<file path="config.mk">
export PLATFORM = sky130hd
export DESIGN_NAME = ar_multicycle_sequencer
export DESIGN_NICKNAME = d
export VERILOG_FILES = /design/src/rtl/ar_multicycle_sequencer.sv
export SDC_FILE = /design/constraint.sdc
export NUM_CORES = 1
export LEC_CHECK = 0
export BUFFER_PORTS_ARGS = -buffer_cell sky130_fd_sc_hd__buf_2
export CORE_MARGIN = 1
export CORE_UTILIZATION = 47
export DETAILED_ROUTE_END_ITERATION = 6
export HOLD_SLACK_MARGIN = 0.06
export PLACE_DENSITY = 0.83
export SYNTH_ARGS = -nofsm -noshare
export SYNTH_HDL_FRONTEND = slang
export SYNTH_SLANG_ARGS = --single-unit
</file>
<file path="constraint.sdc">
create_clock -name CLK -period 3.1 [get_ports CLK]
set_input_delay 0.62 -clock CLK [delete_from_list [all_inputs] [get_ports CLK]]
set_output_delay 0.62 -clock CLK [all_outputs]
set_load 0.01 [all_outputs]
</file>
<file path="src/rtl/ar_multicycle_sequencer.sv">
// Multi-cycle sequencer for the AR-type datapath: fetch over req/ack, hold the
// instruction register, then step through decode, execute and writeback.
module ar_multicycle_sequencer #(
  parameter int unsigned     PC_W     = 16,
  parameter logic [PC_W-1:0] RESET_PC = '0,
  parameter int unsigned     CNT_W    = 16,
  parameter logic [4:0]      OP_AR    = 5'b00000,
  parameter logic [4:0]      OP_HALT  = 5'b11111
) (
  input  logic             CLK,
  input  logic             RESET,
  input  logic             run,
  output logic             imem_req,
  output logic [PC_W-1:0]  imem_addr,
  input  logic             imem_ack,
  input  logic [31:0]      imem_rdata,
  output logic [31:0]      instr,
  output logic [PC_W-1:0]  pc,
  output logic             reg_write,
  output logic [2:0]       state,
  output logic             halted,
  output logic             illegal,
  output logic [CNT_W-1:0] retired
);

  typedef enum logic [2:0] {
    FETCH     = 3'd0,
    DECODE    = 3'd1,
    EXECUTE   = 3'd2,
    WRITEBACK = 3'd3,
    HALT      = 3'd4
  } state_t;

  state_t           state_q, state_d;
  logic [PC_W-1:0]  pc_q, pc_d;
  logic [31:0]      instr_q, instr_d;
  logic             pending_q, pending_d;
  logic             halted_q, halted_d;
  logic             illegal_q, illegal_d;
  logic [CNT_W-1:0] retired_q, retired_d;

  always_ff @(posedge CLK) begin
    if (RESET) begin
      state_q   <= FETCH;
      pc_q      <= RESET_PC;
      instr_q   <= '0;
      pending_q <= 1'b0;
      halted_q  <= 1'b0;
      illegal_q <= 1'b0;
      retired_q <= '0;
    end else begin
      state_q   <= state_d;
      pc_q      <= pc_d;
      instr_q   <= instr_d;
      pending_q <= pending_d;
      halted_q  <= halted_d;
      illegal_q <= illegal_d;
      retired_q <= retired_d;
    end
  end

  always_comb begin
    state_d   = state_q;
    pc_d      = pc_q;
    instr_d   = instr_q;
    pending_d = pending_q;
    halted_d  = halted_q;
    illegal_d = illegal_q;
    retired_d = retired_q;
    // Once raised, the request is held by pending even if run drops.
    imem_req  = (state_q == FETCH) && (run || pending_q);
    reg_write = (state_q == WRITEBACK);

    unique case (state_q)
      FETCH: begin
        if (imem_req) begin
          if (imem_ack) begin
            instr_d   = imem_rdata;
            pc_d      = pc_q + PC_W'(1);
            pending_d = 1'b0;
            state_d   = DECODE;
          end else begin
            pending_d = 1'b1;
          end
        end
      end
      DECODE: begin
        if (instr_q[31:27] == OP_AR) begin
          state_d = EXECUTE;
        end else if (instr_q[31:27] == OP_HALT) begin
          halted_d = 1'b1;
          state_d  = HALT;
        end else begin
          illegal_d = 1'b1;
          state_d   = FETCH;
        end
      end
      EXECUTE:   state_d = WRITEBACK;
      WRITEBACK: begin
        retired_d = retired_q + CNT_W'(1);
        state_d   = FETCH;
      end
      HALT:      state_d = HALT;
      default:   state_d = FETCH;
    endcase
  end

  assign imem_addr = pc_q;
  assign instr     = instr_q;
  assign pc        = pc_q;
  assign state     = state_q;
  assign halted    = halted_q;
  assign illegal   = illegal_q;
  assign retired   = retired_q;

endmodule

</file>
==> results.md, run 1 <==
* Slowest CP cell: dfxtp_1
* # rows at 28
* Multiplexer area fraction after synthesis at 0.333%
* GRT overflow at 0
* Number of flops mapped to enable cells by yosys at 0
* Clk buf depth at 2
* Clock latency on the worst-skew pair at 0.34 ns
* Cells along the critical path: and3b_1, buf_2
* Setup Skew at 0.0123 ns
* Cell variety after synth at 40
* Status: completed
* Final Max Tran Viols at 0
* Switching power total at 470 uW
* Root Driver: clkbuf_8
* Clk sinks at 70
* Commonest cells in the netlist: nand2_1, dfxtp_1, a21oi_1
* F_max at 468 MHz
* TritonCTS Buffers at 9
* Die Y at 82.0 um
* Simple-Gate Fraction of Synth Area at 27.5%
* Routed len/inst at 12.5 um
* Share of layout cells above drive strength 1 at 32.4%
* Max-cap viol count at 0
* Gpl congestion at 0.805
* N_diodes at 0
* CP Launch Type: register
* RR Startpoint: state[2]$_SDFFE_PP0P_
* Flop pwr share at 49.1%
* Fraction of registers with async set or reset after synthesis at 0%
* I/O Pins at 123
* Critical path peak fanout at 10
* Gr usage total at 20.4%
* Pin slew with the least headroom to its limit at 0.722 ns
* TritonRoute pass-1 iters at 4
* Seq cells post-synth at 70
* Rel. slew slack at 51.9%
* Worst VDD drop at 445 uV
* Main synth FF type: dfxtp_1
* Leading post-synthesis cells by cell area: dfxtp_1, nand2_1, a21oi_1, buf_4, xor2_1
* Critical Path End Type: output pin
* Final cell utilization of the core at 61.7%
* LEAKAGE at 0.00171 uW
* Die area at 0.00672 sq mm
* Post-Syn Nets at 392
* Combinational power share at 9.6%
* Crit path time final at 2.14 ns
* Worst slack, placed at 1.18 ns
* DRC at 0
* DRT iter0 DRCs at 109
* Part of the power in the clock network at 41.3%
* Unrepaired setup endpoints after global routing: no
* Worst setup margin at 0.961 ns
* Largest net degree at the start of global routing at 71
* Routed WL at 6660 um
* WP data required at 2.48 ns
* Final Hold Viols at 0
* Count leader, synth: nand2_1
* Vias at 2,801
* Yosys top cell area share at 46.6%
* Setup-failing EPs final at 0
* Cts hold-fix bufs at 0
* Core ar. at 0.00606 sq mm
* Final ANT Viol Nets at 0
* Synthesis Warnings at 0
* Vias per inst at 5.24
* Synth Area in Adders at 0.833%
* Mapped Cells at 354
* Die extent in x at 82.0 um
* Period utilization at 69.0%
* Nets at 493
* Post-Synth XOR/XNOR Area at 4.66%
* Antenna violations before repair at 0
* Worst Setup SP: state[0]$_SDFFE_PP0P_
* Syn avg cell area at 8.49 sq um
* Compound-Gate Fraction of Synth Area at 12.6%
* Number of global-route vias before repair at 2,302
* Post-Layout Cell Count at 535
* Internal Power at 1480 uW
* Sequential element share of the synthesized area at 46.6%
* Hold crit path type: reg -> reg
* Dpl cells at 519
* Total negative slack at 0 ns
* Crit path DAT at 1.52 ns
* Area delta synth->final at 24.4%
* Final HPWL DP at 4590 um
* Clock-pin slew on the worst setup and hold paths at 0.07 ns
* Mapped Area at 0.00301 sq mm
* CTS resizes at 0
* CTS tree: built
* Total Power Consumption at 1950 uW
* Hold_sp: instr[4]$_SDFFE_PP0P_
* Leading area contributor after synthesis: dfxtp_1
* CP Class: reg -> out
* Main combinational cell family by area after synthesis: simple AND/OR/NAND/NOR gates
* Starting density of the core at 49.6%
* Pwr per Cell Area at 521 mW/mm^2
* Switching Share at 24.1%
* Crit-path max cell delay at 0.52 ns
* Wire length of the first global-routing pass at 10,400 um
* H-tree depth at 3
* Setup bufs post-CTS at 0
* Port Buffers at 122
## flip-flops by register name, summed over array words and instances (netlist names)
| register | cells |
|---|---|
| illegal | 1 |
| retired | 16 |
| halted | 1 |
| instr | 32 |
| pending_q | 1 |
| state | 3 |
| imem_addr | 16 |
## cells by family (layout without fill, tap and decap cells)
kind of cell             count (synthesis)  after routing
flip-flops                              70             70
adder cells (fa/ha/maj)                  2              2
AND/OR/NAND/NOR                        158            158
XOR/XNOR                                16             16
buffers and inverters                   37            143
multiplexers                             1              1
AO/OA/AOI/OAI                           70             70
## power by group through the flow
stage / clock, uW / sequential, uW / combinational [uW]
detailed placement: 0 / 978 / 189
floorplan: 0 / 991 / 104
global placement: 0 / 976 / 185
global route: 866 / 963 / 209
CTS: 821 / 958 / 189
finish: 805 / 958 / 187
## per-layer routing
| layer | part of all wire [%] | vias to the layer above | global-route usage [%] |
|---|---|---|---|
| met5 | 0 | - | 0 |
| met4 | 1.0 | 0 | 6.84 |
| met3 | 7.8 | 6 | 8.33 |
| met2 | 46 | 103 | 33.1 |
| met1 | 45 | 1280 | 24.3 |
| li1 | - | 1412 | - |
## area by class of cell
type | count | area, sq um
Timing Repair Buffer | 125 | 633
Tap cell | 75 | 93.8
Clock buffer | 10 | 138
Fill cell | 540 | 2320
Multi-Input combinational cell | 247 | 1380
Clock inverter | 6 | 85.1
Sequential cell | 70 | 1400
Inverter | 2 | 7.51
## critical path, delay by kind of cell (launching register included)
kind                   cells  cell delay, ns
flip-flops                 1            0.52
AND/OR/NAND/NOR            1            0.46
buffers and inverters      1            0.21
## path summary, 6_finish.rpt
path                                                    to  slack [ns]  cells past startpoint
worst min register to register       instr[4]$_SDFFE_PP0P_        0.45                      2
worst min-delay path                 instr[4]$_SDFFE_PP0P_        0.45                      2
worst max-delay path                             reg_write        0.96                      2
worst max register to register  imem_addr[15]$_SDFFE_PP0P_        1.23                      4
## per-stage QoR
stage / hold WS, ns / instance area [sq um]
3_5_place_dp: 0.443 / 3520
3_3_place_gp: 0.439 / 3520
6_report: 0.451 / 3740
5_1_grt: 0.473 / 3740
4_1_cts: 0.454 / 3740
2_1_floorplan: 0.481 / 3010
## placed cells by master, fill, tap and decap left out, types with 9 or more instances in the layout
cell / n
dfxtp_1: 70
buf_2: 122
a21oi_1: 49
o21ai_0: 10
nor2_1: 21
nand4_1: 10
xor2_1: 13
nand2_1: 74
or3_1: 9
clkbuf_8: 10
Power figures use the tool's default switching activity.
==> inputs of run 2 (changes only) <==
==> constraint.sdc (replaced) <==
create_clock -name CLK -period 2 [get_ports CLK]
set_input_delay 0.4 -clock CLK [delete_from_list [all_inputs] [get_ports CLK]]
set_output_delay 0.4 -clock CLK [all_outputs]
set_load 0.01 [all_outputs]
==> results.md, run 2 (same netlist as run 1, synthesis figures left out) <==
* Status: completed
* Clock-pin slew on the worst setup and hold paths at 0.07 ns (about the same)
* Routed WL at 7010 um (+5.2%)
* Pin slew with the least headroom to its limit at 0.497 ns (-0.225 ns)
* Starting density of the core at 49.6% (unchanged)
* Setup bufs post-CTS at 0 (unchanged)
* Die area at 0.00672 sq mm (unchanged)
* Number of global-route vias before repair at 2,578 (+12%)
* N_diodes at 0 (unchanged)
* Commonest non-fill, non-tap cell in the layout: buf_2
* Cts hold-fix bufs at 0 (unchanged)
* Clk buf depth at 2 (unchanged)
* LEAKAGE at 0.00174 uW (+1.6%)
* Slowest CP cell: dfxtp_1
* Port Buffers at 122 (unchanged)
* Internal Power at 2280 uW (+54%)
* DRT iter0 DRCs at 50 (-54%)
* Hold_sp: imem_ack
* Crit-path max cell delay at 0.40 ns (-0.12 ns)
* Routed len/inst at 13.0 um (+4.4%)
* Pwr per Cell Area at 805 mW/mm^2 (+54%)
* Design area at 0.00379 sq mm (+1.4%)
* Setup Skew at 0.00764 ns (-0.00461 ns)
* I/O Pins at 123 (unchanged)
* Core ar. at 0.00606 sq mm (unchanged)
* Critical path peak fanout at 9 (-1)
* CTS resizes at 0 (unchanged)
* Setup-failing EPs final at 0 (unchanged)
* TritonRoute pass-1 iters at 4 (unchanged)
* DRC at 0 (unchanged)
* CTS tree: built
* Post-DP Area at 0.00357 sq mm (+1.6%)
* Crit path time final at 1.87 ns
* RR Startpoint: retired[0]$_SDFFE_PP0P_
* Largest net degree at the start of global routing at 32 (-55%)
* GRT overflow at 0 (unchanged)
* Gr usage total at 22.0% (+1.6 points)
* Worst slack, placed at 0.316 ns (-0.869 ns)
* Final cell utilization of the core at 62.6% (+0.89 points)
* Wire length of the first global-routing pass at 11,200 um (+7.6%)
* Worst-case reg-to-reg path depth at 5 (+1)
* Switching Share at 25.3% (+1.2 points)
* CP Launch Type: register
* Hold crit path type: in -> reg
* Nets at 497 (+0.81%)
* H-tree depth at 3 (unchanged)
* Vias at 2,803 (+0.071%)
* Final hold slack at 0.270 ns (-0.181 ns)
* # rows at 28 (unchanged)
* Final Max Tran Viols at 0 (unchanged)
* Worst VDD drop at 491 uV (+11%)
* TritonCTS Buffers at 9 (unchanged)
* Root Driver: clkbuf_8
* Flop pwr share at 48.7% (-0.4 points)
* Total negative slack at 0 ns (unchanged)
* Cells along the critical path: nor3_4, buf_4, o21a_1, buf_2
* Combinational power share at 10.1% (+0.5 points)
* WP data required at 1.60 ns (-0.88 ns)
* Rel. slew slack at 66.9% (+15 points)
* R2r setup slk at 0.31 ns (-0.92 ns)
* Max-cap viol count at 0 (unchanged)
* Critical Path End Type: output pin
* Worst Hold Depth at 2 (unchanged)
* Unrepaired setup endpoints after global routing: no
* Final Hold Viols at 0 (unchanged)
* Part of the power in the clock network at 41.2% (about the same)
* Worst setup margin at 0.127 ns (-0.834 ns)
* Final HPWL DP at 4900 um (+6.8%)
* Switching power total at 771 uW (+64%)
* Die Y at 82.0 um (unchanged)
* Period utilization at 93.6%
* Die extent in x at 82.0 um (unchanged)
* Gpl congestion at 0.753 (-6.5%)
* Share of layout cells above drive strength 1 at 33.0% (+0.58 points)
* CP Class: reg -> out
* Clk sinks at 70 (unchanged)
* Antenna violations before repair at 0 (unchanged)
* Clock latency on the worst-skew pair at 0.35 ns (about the same)
* Area delta synth->final at 26.2%
* Number of flip-flops in the largest register at 32 (unchanged)
* Commonest cells after routing, fill and taps aside: buf_2, nand2_1, dfxtp_1, a21oi_1, nor2_1
* F_max at 534 MHz
* R2R Path End: retired[14]$_SDFFE_PP0P_
* Final ANT Viol Nets at 0 (unchanged)
* Crit path DAT at 1.47 ns (-0.05 ns)
* Vias per inst at 5.20 (-0.67%)
* End of the worst hold path: pending_q$_SDFFE_PP0P_
-- run 2: worst max-delay path: cells and delay by family (launching register included) --
kind,cells,cell delay (ns)
flops,1,0.40
compound gates,1,0.13
simple gates,1,0.27
buf+inv,2,0.33
-- run 2: per-stage QoR --
stage	instances	power, uW
global route	539	3180
CTS	539	3090
detailed placement	523	1830
floorplan	354	1700
finish	539	3050
global placement	523	1820
-- run 2: power groups by stage --
stage          Combinational, uW  Sequential (uW)  Clock [uW]
6_report                     308             1490        1260
5_1_grt                      342             1490        1350
4_1_cts                      310             1490        1290
3_5_place_dp                 310             1520           0
3_3_place_gp                 302             1520           0
2_1_floorplan                161             1540           0
-- run 2: final cells by class --
class                           instances  area, sq um
Clock buffer                            9          124
Inverter                                2         7.51
Tap cell                               75         93.8
Fill cell                             548         2270
Clock inverter                          7         97.6
Sequential cell                        70         1400
Timing Repair Buffer                  129          688
Multi-Input combinational cell        247         1380
-- run 2: metal layers --
layer  wire length, um  track usage (%)  part of all wire, %  vias to the layer above
met5                 0                0                    0                        -
met4               112             10.0                  1.6                        0
met3               463             8.11                  6.6                       11
met2              3360             36.4                   48                       93
met1              3080             25.1                   44                     1285
li1                  -                -                    -                     1414
-- run 2: worst max path at each step --
stage / from / to / depth (start not counted)
floorplan: retired[0]$_SDFFE_PP0P_ / retired[14]$_SDFFE_PP0P_ / 5
global placement: retired[0]$_SDFFE_PP0P_ / retired[14]$_SDFFE_PP0P_ / 5
detailed placement: run / imem_addr[15]$_SDFFE_PP0P_ / 5
CTS: state[2]$_SDFFE_PP0P_ / imem_req / 4
global route: state[2]$_SDFFE_PP0P_ / imem_req / 4
finish: state[2]$_SDFFE_PP0P_ / imem_req / 4
==> inputs of run 3 (changes only) <==
--- a/config.mk
+++ b/config.mk
@@ -5,12 +5,13 @@
 export SDC_FILE = /design/constraint.sdc
 export NUM_CORES = 1
 export LEC_CHECK = 0
+export ABC_AREA = 1
 export BUFFER_PORTS_ARGS = -buffer_cell sky130_fd_sc_hd__buf_2
 export CORE_MARGIN = 1
 export CORE_UTILIZATION = 47
 export DETAILED_ROUTE_END_ITERATION = 6
 export HOLD_SLACK_MARGIN = 0.06
-export PLACE_DENSITY = 0.83
+export PLACE_DENSITY = 0.82
 export SYNTH_ARGS = -nofsm -noshare
 export SYNTH_HDL_FRONTEND = slang
 export SYNTH_SLANG_ARGS = --single-unit
==> results.md, run 3 <==
* Simple-Gate Fraction of Synth Area at 31.8% (+4.3 points)
* Die extent in x at 83.9 um (+2.4%)
* Core ar. at 0.00642 sq mm (+6.0%)
* DRC at 10 (+10)
* DRT iter0 DRCs at 155 (+210%)
* Hold_sp: imem_rdata[9]
* N_diodes at 0 (unchanged)
* Synthesis Warnings at 0 (unchanged)
* Antenna violations before repair at 0 (unchanged)
* Fraction of registers with async set or reset after synthesis at 0% (unchanged)
* Cts hold-fix bufs at 0 (unchanged)
* Gr usage total at 21.8% (-0.14 points)
* Seq cells post-synth at 70 (unchanged)
* Die area at 0.00704 sq mm (+4.8%)
* Vias at 3,132 (+12%)
* I/O Pins at 123 (unchanged)
* Main synth FF type: dfxtp_1
* Count leader, synth: nor2_1
* Cell variety after synth at 26 (-35%)
* Post-Layout Cell Count at 640 (+19%)
* CP top delay family: flip-flops
* Vias per inst at 4.89 (-5.9%)
* H-tree depth at 3 (unchanged)
* Total Power Consumption at 3070 uW (+0.43%)
* Slowest CP cell: dfxtp_1
* Main combinational cell family by area after synthesis: simple AND/OR/NAND/NOR gates
* # rows at 29 (+3.6%)
* Mapped Cells at 451 (+27%)
* Commonest cells after routing, fill and taps aside: nor2_1, buf_2, dfxtp_1, nand2_1, inv_1
* Largest net degree at the start of global routing at 34 (+6.3%)
* Max-cap viol count at 0 (unchanged)
* Final Max Tran Viols at 0 (unchanged)
* Routed len/inst at 11.5 um (-11%)
* CTS tree: built
* Crit-path max cell delay at 0.35 ns (-0.05 ns)
* Buffers & Inverters on Critical Path at 3 (+1)
* Rel. slew slack at 71.3% (+4.4 points)
* Total negative slack at 0 ns (unchanged)
* F_max at 588 MHz (+10%)
* Pin slew with the least headroom to its limit at 0.430 ns (-0.0666 ns)
* Unrepaired setup endpoints after global routing: no
* Crit path DAT at 1.30 ns (-0.17 ns)
* Failing checks: DRC
* Setup-failing EPs final at 0 (unchanged)
* Area delta synth->final at 23.7%
* LEAKAGE at 0.00192 uW (+10%)
* Dpl cells at 625 (+20%)
* Hold crit path type: in -> reg
* Gpl congestion at 0.819 (+8.9%)
* Starting density of the core at 49.1% (-0.49 points)
* Leading post-synthesis cells by cell area: dfxtp_1, nor2_1, nand2_1, o21ai_0, inv_1
* Share of layout cells above drive strength 1 at 27.9% (-5.1 points)
* Final HPWL DP at 5480 um (+12%)
* Worst slack, placed at 0.343 ns (+0.0270 ns)
* Final ANT Viol Nets at 0 (unchanged)
* CP Class: reg -> out
* Clock latency on the worst-skew pair at 0.34 ns (about the same)
* Port Buffers at 122 (unchanged)
* CTS resizes at 0 (unchanged)
* Clk buf depth at 2 (unchanged)
* Number of flip-flops in the largest register at 32 (unchanged)
* Critical Path End Type: output pin
* Clock-pin slew on the worst setup and hold paths at 0.08 ns (about the same)
* GRT overflow at 0 (unchanged)
* Status: finished, violations left
* Wire length of the first global-routing pass at 12,400 um (+11%)
* Mapped Area at 0.00315 sq mm (+4.9%)
* WP data required at 1.60 ns (about the same)
* CP Launch Type: register
* Number of global-route vias before repair at 2,904 (+13%)
* Worst setup margin at 0.300 ns (+0.173 ns)
* Commonest cells in the netlist: nor2_1, dfxtp_1, nand2_1
* Synth Area in Adders at 0.794% (-0.039 points)
* Compound-Gate Fraction of Synth Area at 9.96% (-2.7 points)
* Period utilization at 85.0% (-8.7 points)
* Crit path time final at 1.70 ns (-0.173 ns)
* Die Y at 83.9 um (+2.4%)
* Worst VDD drop at 496 uV (+0.93%)
* Commonest non-fill, non-tap cell in the layout: nor2_1
* Clk sinks at 70 (unchanged)
* Setup Skew at 0.00947 ns (+0.00184 ns)
* Pwr per Cell Area at 786 mW/mm^2 (-2.3%)
* Sequential element share of the synthesized area at 44.4% (-2.2 points)
* TritonRoute pass-1 iters at 6 (+2)
* Post-Syn Nets at 489 (+25%)
* Leading area contributor after synthesis: dfxtp_1
* Nets at 597 (+20%)
* Cells along the critical path: inv_2, nand2_2, nor2_2, o21ai_0, inv_1, buf_2
* Setup bufs post-CTS at 0 (unchanged)
* Number of flops mapped to enable cells by yosys at 0 (unchanged)
* Critical path peak fanout at 4 (-5)
* Yosys top cell area share at 44.4% (-2.2 points)
* Post-Synth XOR/XNOR Area at 0.556% (-4.1 points)
* Worst Setup SP: state[2]$_SDFFE_PP0P_
* Multiplexer area fraction after synthesis at 0% (-0.33 points)
* RR Startpoint: imem_addr[0]$_SDFFE_PP0P_
* TritonCTS Buffers at 9 (unchanged)
* Routed WL at 7390 um (+5.4%)
* Final Hold Viols at 0 (unchanged)
* Syn avg cell area at 6.99 sq um (-18%)
* Root Driver: clkbuf_8
==> run 3: changes by cell type after synthesis, sizes merged, moves of 4 or more <==
| cell | before | now |
|---|---|---|
| nor2 | 21 | 130 |
| inv | 2 | 50 |
| a21oi | 49 | 11 |
| o21ai | 10 | 46 |
| nand3 | 10 | 21 |
| xor2 | 13 | 2 |
| nand2 | 75 | 66 |
| or3 | 9 | 0 |
| and3 | 6 | 0 |
| nor3 | 2 | 8 |
| and4 | 5 | 0 |
| and2 | 4 | 0 |
| o31ai | 4 | 0 |
| or4 | 4 | 0 |
==> run 3: final timing paths <==
| kind | endpoint | slack, ns | depth (start not counted) |
|---|---|---|---|
| max | imem_req | 0.30 | 6 |
| max reg2reg | imem_addr[12]$_SDFFE_PP0P_ | 0.30 | 8 |
| min | instr[9]$_SDFFE_PP0P_ | 0.30 | 3 |
| min reg2reg | halted$_SDFFE_PP0P_ | 0.45 | 2 |
==> run 3: metrics by stage <==
step | util [%] | cell area, sq um | hold WS, ns
2_1_floorplan | - | 3150 | 0.474
3_3_place_gp | 57.6 | 3700 | 0.440
3_5_place_dp | 57.6 | 3700 | 0.448
4_1_cts | 60.7 | 3900 | 0.288
5_1_grt | 60.7 | 3900 | 0.305
6_report | 60.7 | 3900 | 0.303
==> run 3: cell families (layout without fill, tap and decap cells) <==
kind of cell | count (synthesis) | in the layout
fa+ha+maj | 2 | 2
buf+inv | 81 | 193
simple gates | 235 | 235
xor+xnor | 2 | 2
flops | 70 | 70
compound gates | 61 | 61
==> run 3: per-layer routing <==
metal  vias to the layer above  track usage [%]  share of wire (%)
met5                         -                0                  0
met4                         0             11.4                2.3
met3                        16             5.44                6.6
met2                       108             38.4                 48
met1                      1392             24.2                 43
li1                       1616                -                  -
==> run 3: power breakdown <==
| group | switching [uW] | internal, uW |
|---|---|---|
| Clock | 525 | 605 |
| Sequential | 54.4 | 1480 |
| Combinational | 241 | 165 |
==> run 3: cell type report <==
cell class | count | area [sq um]
inverters | 50 | 188
well taps | 77 | 96.3
clock buffers | 10 | 138
clock inverters | 5 | 58.8
flip-flops and latches | 70 | 1400
multi-input cells | 300 | 1360
fillers | 594 | 2520
repair buffers | 128 | 656
==> run 3: worst min-delay path, cell delays in order <==
cell     delay, ns
buf_2         0.07
o21ai_0       0.07
nor2_1        0.07
